==> config.mk <==
export PLATFORM = sky130hd
export DESIGN_NAME = program_loader
export DESIGN_NICKNAME = d
export VERILOG_FILES = /design/src/rtl/loader_pkg.sv /design/src/rtl/loader_region_ctr.sv /design/src/rtl/program_loader.sv
export SDC_FILE = /design/constraint.sdc
export NUM_CORES = 1
export LEC_CHECK = 0
export ABC_CLOCK_PERIOD_IN_PS = 2630
export CAP_MARGIN = 20
export CORE_MARGIN = 2
export CORE_UTILIZATION = 44
export DETAILED_ROUTE_END_ITERATION = 8
export PLACE_DENSITY = 0.9
export SETUP_SLACK_MARGIN = 0.2
export SYNTH_ARGS = -nofsm -noshare
export SYNTH_HDL_FRONTEND = slang
export SYNTH_HIERARCHICAL = 1
export SYNTH_SLANG_ARGS = --single-unit
==> constraint.sdc <==
create_clock -name clk -period 2.63 [get_ports clk]
set_input_delay 0.3945 -clock clk [delete_from_list [all_inputs] [get_ports clk]]
set_output_delay 0.3945 -clock clk [all_outputs]
set_load 0.01 [all_outputs]
==> src/rtl/loader_pkg.sv <==
// loader_pkg: shared definitions for the program loader.
//   - loader_state_e : FSM state enumeration; the encodings are visible on the debug port.
//   - addr_w()       : address width for a memory depth (clog2, never less than 1).
// Optional build macro used by the top: LOADER_CHECKSUM_EN.
package loader_pkg;

    typedef enum logic [2:0] {
        StLoadI  = 3'd0,
        StLoadD  = 3'd1,
        StWaitGo = 3'd2,
        StRun    = 3'd3,
        StDone   = 3'd4,
        StErr    = 3'd5
    } loader_state_e;

    function automatic int unsigned addr_w(input int unsigned depth);
        return (depth > 1) ? $clog2(depth) : 1;
    endfunction

endpackage

==> src/rtl/loader_region_ctr.sv <==
// loader_region_ctr: write counter for one memory region.
// Counts words written into the region and produces a registered write strobe whose address
// is the count before the increment (1-cycle write latency).
// Ports:
//   clk_i   clock, rising edge
//   rst_ni  asynchronous active-low reset
//   inc_i   write one word this cycle (caller guarantees the region is not full)
//   we_o    registered write strobe
//   addr_o  registered write address
//   size_o  number of words written so far (0..DEPTH)
//   full_o  size_o == DEPTH
module loader_region_ctr
    import loader_pkg::*;
#(
    parameter int unsigned DEPTH = 256,
    parameter int unsigned AW    = addr_w(DEPTH)
) (
    input  logic          clk_i,
    input  logic          rst_ni,
    input  logic          inc_i,
    output logic          we_o,
    output logic [AW-1:0] addr_o,
    output logic [AW:0]   size_o,
    output logic          full_o
);

    localparam logic [AW:0] DepthW = (AW + 1)'(DEPTH);

    logic          we_q, we_d;
    logic [AW-1:0] addr_q, addr_d;
    logic [AW:0]   size_q, size_d;

    always_comb begin
        we_d   = inc_i;
        addr_d = addr_q;
        size_d = size_q;
        if (inc_i) begin
            addr_d = size_q[AW-1:0];
            size_d = size_q + (AW + 1)'(1);
        end
    end

    always_ff @(posedge clk_i or negedge rst_ni) begin
        if (!rst_ni) begin
            we_q   <= 1'b0;
            addr_q <= '0;
            size_q <= '0;
        end else begin
            we_q   <= we_d;
            addr_q <= addr_d;
            size_q <= size_d;
        end
    end

    assign we_o   = we_q;
    assign addr_o = addr_q;
    assign size_o = size_q;
    assign full_o = (size_q == DepthW);

endmodule

==> src/rtl/program_loader.sv <==
// program_loader: streams a host word sequence into instruction memory, then data memory,
// then starts the processor and waits for its end signal.
// Ports:
//   clk, reset (async, active-low)
//   s_valid/s_ready/s_data/s_last : input word stream; s_last closes the current region
//   go           : manual start when AUTO_START=0
//   proc_end     : processor end signal, honoured only in RUN
//   imem_we/imem_addr, dmem_we/dmem_addr, mem_wdata : registered memory write port
//   start_signal : processor run enable
//   prog_size/data_size : words loaded per region
//   busy, err (sticky), state (debug)
// Optional macro LOADER_CHECKSUM_EN adds chk_expected/chk_sum: the running sum of accepted
// words must match chk_expected when leaving data load, otherwise the loader errors out.
module program_loader
    import loader_pkg::*;
#(
    parameter int unsigned DATA_W     = 32,
    parameter int unsigned IMEM_DEPTH = 256,
    parameter int unsigned DMEM_DEPTH = 256,
    parameter bit          AUTO_START = 1'b1,
    localparam int unsigned IA_W      = addr_w(IMEM_DEPTH),
    localparam int unsigned DA_W      = addr_w(DMEM_DEPTH)
) (
    input  logic              clk,
    input  logic              reset,
    input  logic              s_valid,
    output logic              s_ready,
    input  logic [DATA_W-1:0] s_data,
    input  logic              s_last,
    input  logic              go,
    input  logic              proc_end,
    output logic              imem_we,
    output logic [IA_W-1:0]   imem_addr,
    output logic              dmem_we,
    output logic [DA_W-1:0]   dmem_addr,
    output logic [DATA_W-1:0] mem_wdata,
    output logic              start_signal,
    output logic [IA_W:0]     prog_size,
    output logic [DA_W:0]     data_size,
    output logic              busy,
    output logic              err,
    output logic [2:0]        state
`ifdef LOADER_CHECKSUM_EN
   ,input  logic [DATA_W-1:0] chk_expected,
    output logic [DATA_W-1:0] chk_sum
`endif
);

    loader_state_e     state_q, state_d;
    logic              err_q, err_d;
    logic              start_q, start_d;
    logic [DATA_W-1:0] wdata_q, wdata_d;
    logic              accept;
    logic              i_inc, d_inc, i_full, d_full;
    logic              chk_ok;

    assign s_ready = (state_q == StLoadI) || (state_q == StLoadD);
    assign accept  = s_valid && s_ready;

`ifdef LOADER_CHECKSUM_EN
    logic [DATA_W-1:0] sum_q, sum_d, sum_next;

    assign sum_next = sum_q + s_data;
    assign sum_d    = accept ? sum_next : sum_q;
    // Compared against the sum including the word being accepted right now.
    assign chk_ok   = (sum_next == chk_expected);
    assign chk_sum  = sum_q;

    always_ff @(posedge clk or negedge reset) begin
        if (!reset) sum_q <= '0;
        else        sum_q <= sum_d;
    end
`else
    assign chk_ok = 1'b1;
`endif

    always_comb begin
        state_d = state_q;
        err_d   = err_q;
        wdata_d = wdata_q;
        i_inc   = 1'b0;
        d_inc   = 1'b0;
        unique case (state_q)
            StLoadI: begin
                if (accept) begin
                    if (i_full) begin
                        // Overflowing word is dropped, not written.
                        state_d = StErr;
                        err_d   = 1'b1;
                    end else begin
                        i_inc   = 1'b1;
                        wdata_d = s_data;
                        if (s_last) state_d = StLoadD;
                    end
                end
            end
            StLoadD: begin
                if (accept) begin
                    if (d_full) begin
                        state_d = StErr;
                        err_d   = 1'b1;
                    end else begin
                        d_inc   = 1'b1;
                        wdata_d = s_data;
                        if (s_last) begin
                            if (!chk_ok) begin
                                state_d = StErr;
                                err_d   = 1'b1;
                            end else begin
                                state_d = AUTO_START ? StRun : StWaitGo;
                            end
                        end
                    end
                end
            end
            StWaitGo: if (go)       state_d = StRun;
            StRun:    if (proc_end) state_d = StDone;
            default:  ;  // DONE and ERR hold until reset
        endcase
        // Registered from next state so it rises on the first RUN cycle and falls with DONE.
        start_d = (state_d == StRun);
    end

    always_ff @(posedge clk or negedge reset) begin
        if (!reset) begin
            state_q <= StLoadI;
            err_q   <= 1'b0;
            start_q <= 1'b0;
            wdata_q <= '0;
        end else begin
            state_q <= state_d;
            err_q   <= err_d;
            start_q <= start_d;
            wdata_q <= wdata_d;
        end
    end

    loader_region_ctr #(
        .DEPTH (IMEM_DEPTH),
        .AW    (IA_W)
    ) u_imem_ctr (
        .clk_i  (clk),
        .rst_ni (reset),
        .inc_i  (i_inc),
        .we_o   (imem_we),
        .addr_o (imem_addr),
        .size_o (prog_size),
        .full_o (i_full)
    );

    loader_region_ctr #(
        .DEPTH (DMEM_DEPTH),
        .AW    (DA_W)
    ) u_dmem_ctr (
        .clk_i  (clk),
        .rst_ni (reset),
        .inc_i  (d_inc),
        .we_o   (dmem_we),
        .addr_o (dmem_addr),
        .size_o (data_size),
        .full_o (d_full)
    );

    assign mem_wdata    = wdata_q;
    assign start_signal = start_q;
    assign err          = err_q;
    assign state        = state_q;
    assign busy         = (state_q == StLoadI) || (state_q == StLoadD) ||
                          (state_q == StWaitGo) || (state_q == StRun);

endmodule

==> impl_metrics.csv, run 1 <==
group,metric,value,unit
yosys,syn_nets,245,
yosys,postSynthAreaPerCell,15.2,um2
timing,holdWs,0.189,ns
routing,drt_iter0_markers,51,
die,core_area,6790,um2
clock_network,cts_max_level,3,
yosys,ys_ff_latch,73,
pwr,ir_worst_vdd,290,uV
critical_path,path_class,"flop to flop",
yosys,synth-edff-count,0,
grt,grt_usage,18.7,%
die,num_rows,30,
routing,wire_per_inst,16.1,um
cells_and_area,multiInputGateArea,1190,um2
cells_and_area,seq_area,1830,um2
critical_path,cp_top_family,"simple AND/OR/NAND/NOR gates",
cells_and_area,area_delta_synth_final,50.4,%
place,hpwl,4.99,mm
clock_network,cts.root.buffer_cell,"clkbuf_8",
grt,grt_pass1_vias,2202,
critical_path,crit_fanout,11,
clock_network,cts.sinks,73,
die,dieArea,7710,um2
pwr,power.density,473,nW/um2
routing,drc,0,
critical_path,crit_buf_inv,2,
yosys,syn_inst,203,
critical_path,rr_startpoint,"u_imem_ctr/size_o[1]",
routing,vias_per_cell,4.73,
timing,rsz0062_at_grt,"no",
critical_path,critical_path_required,2.85,ns
timing,setup_ws,0.364,ns
timing,drv_slew,0,
timing,fin_skew,0.00778,ns
cells_and_area,final_core_util,68.4,%
routing,vias,2064,
timing,relSlewSlack,39.8,%
yosys,async_flop_share,100,%
place,place_area,4380,um2
cells_and_area,drive_above_1_share,26.8,%
clock_network,path_clk_slew,0.08,ns
clock_network,clk-insertion-delay-late,0.33,ns
grt,grt_pass1_wl,10.9,mm
yosys,yosysUniqueCellTypes,33,
cells_and_area,fillers,473,
routing,ant_nets,0,
timing,setup_viol,0,
timing,worstMarginPinSlew,0.903,ns
critical_path,cp_slowest_stage_delay,0.50,ns
timing,timing.fmax,0.441,GHz
timing,post-route-period-util,86.2,%
yosys,synth_commonest_cells,"dfrtp_1, mux2_4, mux2_2",
status,outcome,"finished, final reports clean",
flow_run,cap_violations,0,
cells_and_area,nNetsFinal,377,
die,ios,113,
yosys,synth_top_area_share,59.1,%
grt,grt_max_degree,74,
critical_path,crit_arrival,2.49,ns
clock_network,cts_max_path_buffers,2,
cells_and_area,stdcell_area,4650,um2
worst_hold_path,hold_class,"primary input to async pin",
critical_path,cp-startpoint,"u_imem_ctr/size_o[1]",
die,start_util,45.5,%
critical_path,worstSetupStartpointType,"flop",
grt,antenna_found_initial,0,
yosys,synthFlopType,"dfrtp_1",
timing,setup_tns,0,ns
timing,finalHoldViolations,0,
yosys,synthTopCellsByArea,"dfrtp_1, mux2_4, mux2_2",
grt,grt_overflow,0,
place,place_congestion,0.806,
critical_path,worstPathCellList,"inv_1 > ha_1 > or4bb_1 > nor2_2 > mux2i_4 > nand3_4 > buf_12 > mux2_2",
clock_network,cts_buffers,9,
pwr,power_leakage,0.00225,uW
place,port_buffers,112,
yosys,synth_seq_area_share,59.1,%
routing,dr.pass1.iters,4,
timing,fin_crit,2.27,ns
cells_and_area,diodes,0,
critical_path,crit_path_top_delay_cell,"or4bb_1",
critical_path,critPathCaptureType,"flop",
clock_network,cts_tree,"yes",
place,place_ws,0.224,ns
yosys,yosys_warnings,6,
yosys,yosysMostFrequentCell,"dfrtp_1",
die,die_w,87.8,um
yosys,netlist_area,3090,um2
routing,routed_wl,7.02,mm
yosys,synth_top_cell_by_area,"dfrtp_1",
die,die_y,87.8,um
==> stage by stage <==
stage	std cells	total power, uW
final	436	2200
after floorplan	203	1150
after global routing	436	2280
after detailed placement	415	1230
after global placement	415	1230
after CTS	431	2220
==> cell type report <==
class / instances / area share, %
tap: 96 / 2.58
timing repair buffer: 127 / 27.0
multi-input combinational: 116 / 25.5
sequential: 73 / 39.3
clock buffer: 11 / 3.26
inverter: 8 / 0.646
clock inverter: 5 / 1.67
==> worst paths after layout <==
check	end	slack [ns]	cells past startpoint
worst max register to register	mem_wdata[23]	0.36	8
worst min-delay path	mem_wdata[3]	0.19	1
worst min register to register	err	0.49	1
max in group asynchronous	u_dmem_ctr/size_o[3]	1.86	1
min in group clk	err	0.49	1
worst max-delay path	mem_wdata[23]	0.36	8
==> worst register-to-register path: cells and delay by family, from the launching register on <==
| family | cells | cell delay (ns) |
|---|---|---|
| mux | 2 | 0.46 |
| simple gates | 3 | 0.86 |
| flops | 1 | 0.44 |
| fa+ha+maj | 1 | 0.13 |
| buf+inv | 2 | 0.27 |
==> where the power goes <==
group	total, uW	switching (uW)	internal [uW]
clock	995	412	583
combinational	82.0	32.2	49.7
sequential	1120	0	1120
total	2200	444	1750
==> cell usage in the layout, fill, tap and decap left out, drive strengths merged <==
cell           instances
clkdlybuf4s50        111
dfrtp                 73
mux2                  48
buf                   16
clkbuf                11
nand2                 10
inv                    8
xor2                   8
xnor2                  8
nand3                  6
nor2                   5
ha                     4
nor3                   4
a32oi                  2
clkinv                 2
bufinv                 2
or4                    2
nand4                  2
and4                   2
o21ai                  2
and3                   2
mux2i                  1
o311ai                 1
nor4bb                 1
nand3b                 1
or3                    1
a21o                   1
a31oi                  1
and2                   1
o21bai                 1
clkinvlp               1
nor4                   1
or4bb                  1
==> logic make-up (layout without fill, tap and decap cells) <==
family | count (synthesis) | in the layout | synth area share (%)
adders and majority gates | 4 | 4 | 1.62
muxes | 49 | 49 | 21.9
DFF | 73 | 73 | 59.1
xor gates and xnor gates | 16 | 16 | 4.53
buffers and inverters | 14 | 151 | 2.75
AOI/OAI and AO/OA | 8 | 8 | 1.86
and+or+nand+nor | 39 | 39 | 8.26
==> state kept, by name, summed over array words and instances, names as in the netlist <==
signal             count
mem_wdata             32
u_dmem_ctr/size_o      9
u_imem_ctr/size_o      9
u_dmem_ctr/addr_o      8
u_imem_ctr/addr_o      8
state                  3
err                    1
start_signal           1
u_dmem_ctr/we_o        1
u_imem_ctr/we_o        1
==> metal layers <==
metal,GRT usage (%),part of all wire [%]
met5,0,0
met4,5.45,1.0
met1,23.7,44
met2,32.0,50
met3,4.71,5.1
==> what timing repair did <==
action | 4_1_cts | 5_1_grt
resized for setup | 1 | 0
endpoints found under the setup margin | 18 | 24
setup buffers | 0 | 5
hold buffers | 0 | 0
gates cloned | 0 | 0
pin swaps | 0 | 1
Note: power is estimated with default switching activity, not from simulation.
==> run 2: changes to the inputs <==
SETUP_SLACK_MARGIN = unset   (was 0.2)
==> impl_metrics.csv, run 2 (synthesized netlist as in run 1, its figures left out) <==
group,metric,value,unit
routing,drc,0,
cells_and_area,largest_reg_flops,32,
clock_network,cts_max_path_buffers,2,
timing,drv_slew,0,
timing,relSlewSlack,39.8,%
cells_and_area,layout_commonest_cell,"clkdlybuf4s50_1",
cells_and_area,nNetsFinal,372,
timing,timing.fmax,0.411,GHz
critical_path,worstPathCellList,"inv_1 > ha_1 > or4bb_1 > nor2_1 > mux2i_4 > nand3_4 > buf_12 > mux2_2",
timing,finalHoldViolations,0,
place,hpwl,4.99,mm
critical_path,rr_startpoint,"u_imem_ctr/size_o[1]",
critical_path,cp_top_family,"simple AND/OR/NAND/NOR gates",
status,outcome,"finished, final reports clean",
critical_path,crit_arrival,2.66,ns
timing,setup_viol,0,
die,core_area,6790,um2
clock_network,hold_buffers,0,
cells_and_area,area_delta_synth_final,49.1,%
critical_path,worstRegToRegCells,8,
timing,worstMarginPinSlew,0.902,ns
grt,grt_overflow,0,
routing,routed_wl,6.95,mm
grt,antenna_found_initial,0,
clock_network,path_clk_slew,0.08,ns
timing,setup_tns,0,ns
clock_network,cts_max_level,3,
critical_path,path_class,"flop to flop",
place,place_area,4380,um2
cells_and_area,layout_common_cells,"clkdlybuf4s50_1, dfrtp_1, mux2_4",
pwr,ir_worst_vdd,289,uV
grt,grt_usage,18.7,%
clock_network,cts.sinks,73,
critical_path,rr_endpoint,"mem_wdata[23]",
flow_run,cap_violations,0,
routing,ant_nets,0,
grt,grt_pass1_vias,2202,
die,start_util,45.5,%
die,num_rows,30,
routing,vias_per_cell,4.75,
critical_path,r2r_setup_slack,0.20,ns
pwr,power_leakage,0.00223,uW
grt,grt_pass1_wl,10.9,mm
critical_path,worstSetupStartpointType,"flop",
pwr,power.density,477,nW/um2
routing,vias,2048,
die,ios,113,
clock_network,cts_setup_buffers,0,
clock_network,cts_tree,"yes",
cells_and_area,fillers,479,
grt,grt_max_degree,74,
critical_path,cp_slowest_stage_delay,0.47,ns
cells_and_area,diodes,0,
routing,dr.pass1.iters,4,
critical_path,critPathCaptureType,"flop",
die,die_w,87.8,um
critical_path,crit_buf_inv,2,
routing,drt_iter0_markers,70,
timing,fin_skew,0.00909,ns
timing,rsz0062_at_grt,"no",
die,die_y,87.8,um
place,place_congestion,0.806,
cells_and_area,stdcell_area,4610,um2
clock_network,post_cts_resized,0,
critical_path,crit_path_top_delay_cell,"or4bb_1",
timing,fin_crit,2.43,ns
routing,wire_per_inst,16.1,um
critical_path,critical_path_required,2.86,ns
timing,post-route-period-util,92.4,%
clock_network,cts_buffers,9,
place,port_buffers,112,
die,dieArea,7710,um2
clock_network,clk-insertion-delay-late,0.34,ns
worst_hold_path,hold_class,"primary input to async pin",
cells_and_area,drive_above_1_share,25.4,%
critical_path,crit_fanout,11,
clock_network,cts.root.buffer_cell,"clkbuf_8",
-- run 2: changes by cell type in the layout (fill, tap and decap cells not counted) --
cell    before  now
nor2_1       4    5
nor2_2       1    0
buf_4       14    9
-- run 2: layout make-up --
type / count / area, um2 / share of cell area (%)
sequential: 73 / 1830 / 39.6
timing repair buffer: 122 / 1220 / 26.4
multi-input combinational: 116 / 1180 / 25.7
clock buffer: 11 / 151 / 3.29
tap: 96 / 120 / 2.61
clock inverter: 5 / 77.6 / 1.68
inverter: 8 / 30.0 / 0.652
-- run 2: worst reg2reg max path, cell delays in order (launching register included) --
cell and delay (ns):
dfrtp_1 0.44, inv_1 0.10, ha_1 0.13, or4bb_1 0.47, nor2_1 0.28, mux2i_4 0.14
nand3_4 0.24, buf_12 0.19, mux2_2 0.34
-- run 2: stage by stage --
step                instances  utilization [%]  worst slack, ns  power [uW]  hold WS (ns)
global route              431             67.8           0.0382        2280         0.263
detailed placement        415             64.5            0.224        1230         0.481
global placement          415             64.5            0.293        1230         0.464
CTS                       431             67.8            0.168        2220         0.219
finish                    431             67.8            0.199        2200         0.186
floorplan                 203                -            0.487        1150        0.0989
-- run 2: worst max-delay path by stage --
stage,start,endpoint,slack [ns],cells past startpoint
after floorplan,u_imem_ctr/size_o[0],mem_wdata[0],0.49,8
after global placement,u_imem_ctr/size_o[1],mem_wdata[23],0.29,8
after detailed placement,u_imem_ctr/size_o[0],mem_wdata[23],0.22,8
after CTS,u_imem_ctr/size_o[1],mem_wdata[23],0.17,8
after global routing,u_imem_ctr/size_o[1],mem_wdata[23],0.04,8
final,u_imem_ctr/size_o[1],mem_wdata[23],0.20,8
-- run 2: power by group --
part           internal [uW]  switching [uW]
logic                   49.8            32.2
registers               1120               0
clock network            583             412
-- run 2: per-layer routing --
layer | track usage [%] | up-vias | share of wire (%)
li1 | - | 965 | -
met1 | 23.7 | 1006 | 44
met2 | 32.0 | 68 | 50
met3 | 4.71 | 9 | 5.6
met4 | 5.45 | 0 | 1.1
met5 | 0 | - | 0
